`src/rtl/gerador_instrucao_if.sv`:
```
// -----------------------------------------------------------------------------
// gerador_instrucao_if
// Configuration request and instruction-stream signals between the config
// register bank (master) and the instruction generator (slave).
// Revision: 1.0
// -----------------------------------------------------------------------------
`default_nettype none

interface gerador_instrucao_if;
  logic        iStart;
  logic [4:0]  iQtdEntradas;
  logic [2:0]  iQtdCamadas;
  logic [31:0] iCamadas;
  logic [9:0]  oInstrucao;
  logic        oFlag;
  logic        oBusy;
  logic        oDone;
  logic        oErro;

  modport master (
    output iStart, iQtdEntradas, iQtdCamadas, iCamadas,
    input  oInstrucao, oFlag, oBusy, oDone, oErro
  );

  modport slave (
    input  iStart, iQtdEntradas, iQtdCamadas, iCamadas,
    output oInstrucao, oFlag, oBusy, oDone, oErro
  );
endinterface

`default_nettype wire

```
`src/rtl/gerador_instrucao.sv`:
```
// -----------------------------------------------------------------------------
// gerador_instrucao
// Serialises a packed network description into N+1 10-bit instruction words,
// each presented with a flag pulse followed by a hold gap.
// Revision: 1.0
// -----------------------------------------------------------------------------
`default_nettype none

module gerador_instrucao #(
  parameter int PULSE_CYC = 2,
  parameter int GAP_CYC   = 2
) (
  input  logic               clk,
  input  logic               rst,
  gerador_instrucao_if.slave bus
);

  localparam logic [3:0] PULSE_LAST = 4'(PULSE_CYC - 1);
  localparam logic [3:0] GAP_LAST   = 4'(GAP_CYC - 1);

  typedef enum logic [2:0] {
    IDLE  = 3'd0,
    SETUP = 3'd1,
    PULSE = 3'd2,
    GAP   = 3'd3,
    DONE  = 3'd4
  } state_t;

  state_t      state, state_next;
  logic [2:0]  idx, idx_next;
  logic [3:0]  cnt, cnt_next;

  logic [4:0]  entradas_q;
  logic [2:0]  camadas_n_q;
  logic [31:0] camadas_q;

  logic [9:0]  instrucao;
  logic        flag, busy, done, erro;

  logic        req_valid;
  logic        accept;
  logic [7:0]  layer_byte;
  logic [9:0]  layer_word;

  // A request is usable only with 1..4 layers and at least one input.
  assign req_valid = (bus.iQtdCamadas != 3'd0) && (bus.iQtdCamadas <= 3'd4) &&
                     (bus.iQtdEntradas != 5'd0);
  assign accept    = (state == IDLE) && bus.iStart && req_valid;

  // Layer word for the index about to be set up; idx 1..N maps to layer idx-1,
  // and the final layer is tagged with type 11.
  always_comb begin
    layer_byte = 8'h00;
    case (idx_next)
      3'd1:    layer_byte = camadas_q[7:0];
      3'd2:    layer_byte = camadas_q[15:8];
      3'd3:    layer_byte = camadas_q[23:16];
      3'd4:    layer_byte = camadas_q[31:24];
      default: layer_byte = 8'h00;
    endcase
    layer_word = {((idx_next == camadas_n_q) ? 2'b11 : 2'b01), layer_byte};
  end

  // Next-state, word index and phase counter.
  always_comb begin
    state_next = state;
    idx_next   = idx;
    cnt_next   = cnt;
    case (state)
      IDLE: begin
        if (accept) begin
          state_next = SETUP;
          idx_next   = 3'd0;
          cnt_next   = 4'd0;
        end
      end
      SETUP: begin
        state_next = PULSE;
        cnt_next   = 4'd0;
      end
      PULSE: begin
        if (cnt == PULSE_LAST) begin
          state_next = GAP;
          cnt_next   = 4'd0;
        end else begin
          cnt_next = cnt + 4'd1;
        end
      end
      GAP: begin
        if (cnt == GAP_LAST) begin
          cnt_next = 4'd0;
          if (idx < camadas_n_q) begin
            state_next = SETUP;
            idx_next   = idx + 3'd1;
          end else begin
            state_next = DONE;
          end
        end else begin
          cnt_next = cnt + 4'd1;
        end
      end
      DONE:    state_next = IDLE;
      default: state_next = IDLE;
    endcase
  end

  // State, latched configuration and registered outputs; outputs are decoded
  // from the next state so they line up with the state they describe.
  always_ff @(posedge clk or posedge rst) begin
    if (rst) begin
      state       <= IDLE;
      idx         <= 3'd0;
      cnt         <= 4'd0;
      entradas_q  <= 5'd0;
      camadas_n_q <= 3'd0;
      camadas_q   <= 32'd0;
      instrucao   <= 10'd0;
      flag        <= 1'b0;
      busy        <= 1'b0;
      done        <= 1'b0;
      erro        <= 1'b0;
    end else begin
      state <= state_next;
      idx   <= idx_next;
      cnt   <= cnt_next;
      if (accept) begin
        entradas_q  <= bus.iQtdEntradas;
        camadas_n_q <= bus.iQtdCamadas;
        camadas_q   <= bus.iCamadas;
        instrucao   <= {2'b00, bus.iQtdEntradas, 3'b000};
      end else if ((state == GAP) && (state_next == SETUP)) begin
        instrucao <= layer_word;
      end
      flag <= (state_next == PULSE);
      busy <= (state_next == SETUP) || (state_next == PULSE) || (state_next == GAP);
      done <= (state_next == DONE);
      erro <= (state == IDLE) && bus.iStart && !req_valid;
    end
  end

  assign bus.oInstrucao = instrucao;
  assign bus.oFlag      = flag;
  assign bus.oBusy      = busy;
  assign bus.oDone      = done;
  assign bus.oErro      = erro;

endmodule

`default_nettype wire

```
`src/flat_wrapper.sv`:
```
// flat-port wrapper written by rule: the top's interface ports become plain ports
module gerador_instrucao_flat 
#(
  parameter int PULSE_CYC = 2,
  parameter int GAP_CYC   = 2
)
  (clk, rst, bus_iStart, bus_iQtdEntradas, bus_iQtdCamadas, bus_iCamadas, bus_oInstrucao, bus_oFlag, bus_oBusy, bus_oDone, bus_oErro);
  gerador_instrucao_if bus_i ();
  input  logic clk;
  input  logic rst;
  input wire logic [$bits(bus_i.iStart)-1:0] bus_iStart;
  input wire logic [$bits(bus_i.iQtdEntradas)-1:0] bus_iQtdEntradas;
  input wire logic [$bits(bus_i.iQtdCamadas)-1:0] bus_iQtdCamadas;
  input wire logic [$bits(bus_i.iCamadas)-1:0] bus_iCamadas;
  output wire logic [$bits(bus_i.oInstrucao)-1:0] bus_oInstrucao;
  output wire logic [$bits(bus_i.oFlag)-1:0] bus_oFlag;
  output wire logic [$bits(bus_i.oBusy)-1:0] bus_oBusy;
  output wire logic [$bits(bus_i.oDone)-1:0] bus_oDone;
  output wire logic [$bits(bus_i.oErro)-1:0] bus_oErro;
  assign bus_i.iStart = bus_iStart;
  assign bus_i.iQtdEntradas = bus_iQtdEntradas;
  assign bus_i.iQtdCamadas = bus_iQtdCamadas;
  assign bus_i.iCamadas = bus_iCamadas;
  assign bus_oInstrucao = bus_i.oInstrucao;
  assign bus_oFlag = bus_i.oFlag;
  assign bus_oBusy = bus_i.oBusy;
  assign bus_oDone = bus_i.oDone;
  assign bus_oErro = bus_i.oErro;
  gerador_instrucao #(.PULSE_CYC(PULSE_CYC), .GAP_CYC(GAP_CYC)) u_core (.clk(clk), .rst(rst), .bus(bus_i));
endmodule
```
`config.mk`:
```
export PLATFORM = sky130hd
export DESIGN_NAME = gerador_instrucao_flat
export DESIGN_NICKNAME = d
export VERILOG_FILES = /design/src/rtl/gerador_instrucao_if.sv /design/src/rtl/gerador_instrucao.sv /design/src/flat_wrapper.sv
export SDC_FILE = /design/constraint.sdc
export NUM_CORES = 1
export LEC_CHECK = 0
export BUFFER_PORTS_ARGS = -buffer_cell sky130_fd_sc_hd__buf_2
export CORE_MARGIN = 2
export CORE_UTILIZATION = 45
export CTS_CLUSTER_DIAMETER = 30
export DETAILED_ROUTE_END_ITERATION = 8
export GPL_TIMING_DRIVEN = 1
export PLACE_DENSITY = 0.75
export SLEW_MARGIN = 20
export SYNTH_ARGS = -nofsm -noshare
export SYNTH_HDL_FRONTEND = slang
export SYNTH_SLANG_ARGS = --single-unit
```
`constraint.sdc`:
```
create_clock -name clk -period 2.8 [get_ports clk]
set_clock_uncertainty 0.2 [all_clocks]
set_input_delay 0.28 -clock clk [delete_from_list [all_inputs] [get_ports clk]]
set_output_delay 0.28 -clock clk [all_outputs]
set_load 0.02 [all_outputs]
```
==> impl_metrics.tcl, run 1 <==
set metrics [dict create \
    min_from "bus_iQtdEntradas[2]" \
    synth-edff-count 0 \
    synth_top_area_share_pct 50.30 \
    grt_pass1_vias 2623 \
    clock_latency_ns 0.34 \
    wl_um 7306 \
    setup_tns_ns 0 \
    synthCells 311 \
    fill_cells 532 \
    finalNetCount 457 \
    grt_remaining_overflow 0 \
    synth.distinct_cells 47 \
    post-dp-hpwl_um 4930 \
    hold_path_class "input pin to flop" \
    dieArea_um2 7185 \
    setup_viol 0 \
    cts_num_sinks 59 \
    synthArstFlopShare_pct 100.0 \
    start_kind "flop" \
    r2r_cells 8 \
    ir_worst_vdd_v 0.0005499 \
    grt_start_max_net_pins 37 \
    multi_input_area_um2 1364 \
    clk_pin_slew_ns 0.06 \
    avgViaCountPerCell 5.244 \
    wl_met2_um 3555 \
    core_um2 6314 \
    hold_path_end "u_core.bus.oInstrucao[5]" \
    rsz0062_at_grt "false" \
    layoutNonFillerInstCount 491 \
    slew_headroom_pct 73.62 \
    cts_tree "yes" \
    hold_viol 0 \
    clock.fmax_mhz 381.3 \
    post-route-cell-area_um2 3830 \
    dpl_cell_area_um2 3302 \
    cap_violations 0 \
    regArea_um2 1476 \
    area_growth_pct 30.48 \
    power_density_nw_per_um2 982.8 \
    dp_cells 439 \
    drt_iter0_drc 146 \
    ys_seq_elements 59 \
    pin_count 57 \
    reg2reg_to "u_core.bus.oInstrucao[5]" \
    period_needed_ns 2.623 \
    worstPathMaxFanout 8 \
    cts-root-buf "clkbuf_8" \
    crit_arrival_ns 2.67 \
    std_cell_rows 29 \
    wl_met3_um 279 \
    initial_core_util_pct 46.49 \
    final_common_cell "nand2_1" \
    routedWlPerCell_um 14.88 \
    ant_nets 0 \
    yosys-top-cells-area "dfrtp_1 (50%), nand2_1 (14%), o21ai_0 (2.7%)" \
    drt-met1-wl_um 3236 \
    avgSynthCellArea_um2 9.438 \
    cp.required_ns 2.85 \
    startpoint "u_core.idx[2]" \
    cts_htree_levels 3 \
    grt_pass1_wl_um 12510 \
    drt_drc_violations_left 0 \
    hold_depth 3 \
    top_layer_used "met4" \
    synth_ff_type "dfrtp_1" \
    syn_area_um2 2935 \
    status "finished, final reports clean" \
    gp_congestion 0.8876 \
    fin_ws_ns 0.1771 \
    yosys.area.top_type "dfrtp_1" \
    vias 2575 \
    ys_seq_area_share_pct 50.30 \
    drive_gt1_share_pct 24.94 \
    report.final.slew_viol_count 0 \
    rr_startpoint "u_core.idx[2]" \
    fp.dieH_um 84.77 \
    grt_use_total_pct 22.45 \
    firstDrtPassIters 4 \
    antenna_found_initial 0 \
    io_buffers 56 \
    end_kind "flop" \
    tightest_slew_ns 0.3902 \
    numCtsBuffers 9 \
    crit_type "flop to flop" \
    fin_crit_sh_pct 93.68 \
    clk_path_buf_depth 2 \
    cts_setup_buffers 0 \
    p_leak_nw 1.900 \
    pre_cts_slack_ns 0.02711 \
    rrSetupSlack_ns 0.18 \
    ys_warn_count 0 \
    die_w_um 84.77 \
    syn_nets 359 \
    mostFrequentLayoutCells "nand2_1 (113), dfrtp_1 (59), buf_2 (56)" \
]
## cell type report
| cell class | count | share of cell area, % |
|---|---|---|
| Clock buffer | 12 | 3.790 |
| Inverter | 6 | 0.5880 |
| Multi-Input combinational cell | 232 | 35.61 |
| Timing Repair Buffer | 101 | 18.49 |
| Clock inverter | 3 | 0.3920 |
| Antenna cell | 1 | 0.06534 |
| Tap cell | 77 | 2.516 |
| Sequential cell | 59 | 38.55 |
## per-layer routing
metal	vias to the layer above	global-route usage (%)
met5	-	0
li1	1242	-
met1	1252	28.64
met2	62	35.36
met3	19	5.703
met4	0	11.69
## logic make-up (layout without fill, tap and decap cells)
group                      after synthesis  after routing  synth area share [%]
and+or+nand+nor                        156            156                 23.36
AOI/OAI and AO/OA                       56             56                 15.01
buffers and inverters                   20            122                 3.666
adders and majority gates                5              5                 2.131
xor gates and xnor gates                 4              4                 1.194
muxes                                   11             11                 4.348
DFF                                     59             59                 50.30
other                                    0              1                     0
## power by group
part	switching, mW	internal, mW	total (mW)
clock network	0.314	0.336	0.649
logic	0.928	0.682	1.61
registers	0.277	1.23	1.50
total	1.52	2.24	3.76
## worst max-delay path, cell delays in order, from the launching register on
cell and delay [ns]:
dfrtp_1 0.47, ha_1 0.33, a21oi_1 0.18, o21a_1 0.22, nand4_1 0.20, mux2i_4 0.31
o311a_4 0.32, a22oi_1 0.11, o221ai_1 0.20
## flip-flops by register name (all words and copies together) (netlist names), 3 cells and up
signal,cells
u_core.cnt,4
u_core.camadas_q,32
u_core.idx,3
u_core.bus.oInstrucao,10
u_core.state,3
u_core.camadas_n_q,3
## Yosys cell counts, types with 3 or more instances
library cell and instances:
o21ai_0 16, or3_1 3, nand2_1 113, nand2b_1 3
inv_1 6, mux2i_1 6, a22oi_2 3, dfrtp_1 59
nor2_1 15, nand3_1 3, mux2_2 4, clkbuf_1 8
ha_1 5, a211oi_2 3, nor3_1 5, buf_6 4
a22oi_1 5, a21oi_1 12
## timing repair
action,in CTS,in global routing
resized for setup,0,3
hold buffers,36,0
hold endpoints to repair,51,0
endpoints found under the setup margin,0,6
## per-stage QoR
step	hold WS [ns]	total power, mW	utilization (%)
global route	0.03485	4.059	60.62
global placement	0.07036	3.005	52.30
floorplan	0.1854	2.636	-
CTS	0.02335	3.757	60.54
detailed placement	0.07593	3.059	52.30
finish	0.03570	3.764	60.66
## how the worst max path moves through the flow
stage	endpoint	slack, ns	cells past startpoint
2_1_floorplan	u_core.bus.oInstrucao[3]	0.34	9
4_1_cts	u_core.bus.oInstrucao[7]	0.008	8
3_5_place_dp	u_core.bus.oInstrucao[7]	0.03	8
3_3_place_gp	u_core.bus.oInstrucao[3]	0.04	8
6_report	u_core.bus.oInstrucao[5]	0.18	8
5_1_grt	u_core.bus.oInstrucao[2]	0.001	8
Note: power is estimated with default switching activity, not from simulation.
==> run 2: changes to the inputs <==
--- a/config.mk
+++ b/config.mk
@@ -5,13 +5,14 @@
 export SDC_FILE = /design/constraint.sdc
 export NUM_CORES = 1
 export LEC_CHECK = 0
-export BUFFER_PORTS_ARGS = -buffer_cell sky130_fd_sc_hd__buf_2
 export CORE_MARGIN = 2
 export CORE_UTILIZATION = 45
 export CTS_CLUSTER_DIAMETER = 30
+export CTS_CLUSTER_SIZE = 10
 export DETAILED_ROUTE_END_ITERATION = 8
+export DONT_BUFFER_PORTS = 1
 export GPL_TIMING_DRIVEN = 1
-export PLACE_DENSITY = 0.75
+export PLACE_DENSITY = 0.69
 export SLEW_MARGIN = 20
 export SYNTH_ARGS = -nofsm -noshare
 export SYNTH_HDL_FRONTEND = slang
==> run 2 against run 1 <==
  * Clock power up 42%
  * Register-to-register slack better by 0.12 ns
  * Global-route usage down 1.5 points
  * Largest power group is now registers
==> impl_metrics.tcl, run 2 (same netlist as run 1, synthesis figures left out) <==
set metrics [dict create \
    core_um2 6314 \
    report.final.slew_viol_count 0 \
    grt_use_total_pct 20.98 \
    fp.dieH_um 84.77 \
    clk_path_buf_depth 2 \
    initial_core_util_pct 46.49 \
    worstPathMaxFanout 8 \
    ant_nets 0 \
    slowest_delay_ns 0.36 \
    wl_met2_um 3439 \
    rsz0062_at_grt "false" \
    dieArea_um2 7185 \
    finalNetCount 407 \
    top_layer_used "met4" \
    mostFrequentLayoutCells "nand2_1 (113), dfrtp_1 (59), dlygate4sd3_1 (41)" \
    hold_viol 0 \
    firstDrtPassIters 4 \
    largest_reg_flops 32 \
    routedWlPerCell_um 15.65 \
    grt_start_max_net_pins 60 \
    holdBufCountCts 41 \
    crit_type "flop to flop" \
    wl_um 6886 \
    slew_headroom_pct 51.26 \
    drt_iter0_drc 127 \
    final_common_cell "nand2_1" \
    tightest_slew_ns 0.7311 \
    fin_crit_sh_pct 89.30 \
    drive_gt1_share_pct 13.50 \
    status "finished, final reports clean" \
    slowest_stage "dfrtp_1" \
    drt_drc_violations_left 0 \
    setup_tns_ns 0 \
    power_density_nw_per_um2 1067 \
    avgViaCountPerCell 5.277 \
    grt_remaining_overflow 0 \
    io_buffers 0 \
    crit_arrival_ns 2.55 \
    clock.fmax_mhz 399.9 \
    pin_count 57 \
    cts_tree "yes" \
    top_register "u_core.camadas_q" \
    drt-met1-wl_um 2903 \
    numCtsBuffers 9 \
    end_kind "flop" \
    wl_met3_um 400 \
    hold_path_class "input pin to flop" \
    ir_worst_vdd_v 0.0005756 \
    gp_congestion 0.8006 \
    start_kind "flop" \
    vias 2322 \
    cts_setup_buffers 0 \
    p_leak_nw 1.724 \
    utilization_pct 58.13 \
    cts_resized 0 \
    grt_pass1_wl_um 11620 \
    post-dp-hpwl_um 4662 \
    path_cells "inv_1, ha_1, a21oi_1, o21a_1, nand4_1, mux2i_4, o311a_4, a22oi_1, o221ai_1" \
    cap_violations 0 \
    clock_latency_ns 0.34 \
    period_needed_ns 2.500 \
    cp.required_ns 2.85 \
    setup_viol 0 \
    area_growth_pct 25.02 \
    diodes 0 \
    die_w_um 84.77 \
    cts_htree_levels 3 \
    clk_pin_slew_ns 0.06 \
    grt_pass1_vias 2397 \
    cts_num_sinks 59 \
    antenna_found_initial 0 \
    cts-root-buf "clkbuf_8" \
    fin_hold_ws_ns 0.05159 \
    std_cell_rows 29 \
]
[run 2: changes by cell type in the layout (fill, tap and decap cells not counted), moves of 2 or more]
cell,previous run,this run
bufinv_16,0,3
o21ai_0,14,16
dlygate4sd3_1,36,41
clkinv_2,3,1
buf_2,56,0
o21ai_1,4,2
[run 2: layer usage]
| layer | up-vias | GRT usage [%] |
|---|---|---|
| li1 | 1146 | - |
| met1 | 1095 | 26.10 |
| met2 | 68 | 34.00 |
| met3 | 13 | 6.293 |
| met4 | 0 | 9.091 |
| met5 | - | 0 |
[run 2: metrics by stage]
| step | setup WS (ns) | instances | instance area [um2] | power, mW |
|---|---|---|---|---|
| after floorplan | 0.3351 | 311 | 2935 | 2.636 |
| after global placement | 0.3444 | 384 | 3029 | 2.906 |
| after detailed placement | 0.2959 | 384 | 3029 | 2.963 |
| after CTS | 0.2926 | 440 | 3670 | 3.936 |
| after global routing | 0.1120 | 440 | 3670 | 4.208 |
| final | 0.2996 | 440 | 3670 | 3.915 |
[run 2: critical path: cells and delay by family, from the launching register on]
family / cells / cell delay (ns)
DFF: 1 / 0.36
muxes: 1 / 0.32
and+or+nand+nor: 1 / 0.18
buffers and inverters: 1 / 0.10
AOI/OAI and AO/OA: 5 / 1.00
adders and majority gates: 1 / 0.25
[run 2: cell type report]
class / instances / area [um2]
multi-input cells: 232 / 1359
clock inverters: 5 / 102.6
inverters: 6 / 22.52
flip-flops and latches: 59 / 1476
clock buffers: 10 / 127.6
fillers: 569 / 2644
well taps: 77 / 96.34
repair buffers: 51 / 485.5
[run 2: power breakdown]
part	switching, mW	internal (mW)
sequential	0.368	1.23
combinational	0.780	0.620
clock	0.337	0.585
[run 2: worst paths after layout]
path | startpoint | endpoint | slack, ns | depth (start not counted)
worst min register to register | u_core.camadas_q[14] | u_core.camadas_q[14] | 0.28 | 2
worst min-delay path | bus_iStart | u_core.bus.oErro | 0.05 | 2
worst max register to register | u_core.camadas_n_q[2] | u_core.bus.oInstrucao[4] | 0.30 | 9
max in group asynchronous | rst | u_core.camadas_n_q[2] | 1.52 | 3
worst max-delay path | u_core.camadas_n_q[2] | u_core.bus.oInstrucao[4] | 0.30 | 9
min in group asynchronous | rst | u_core.camadas_q[31] | 0.41 | 3
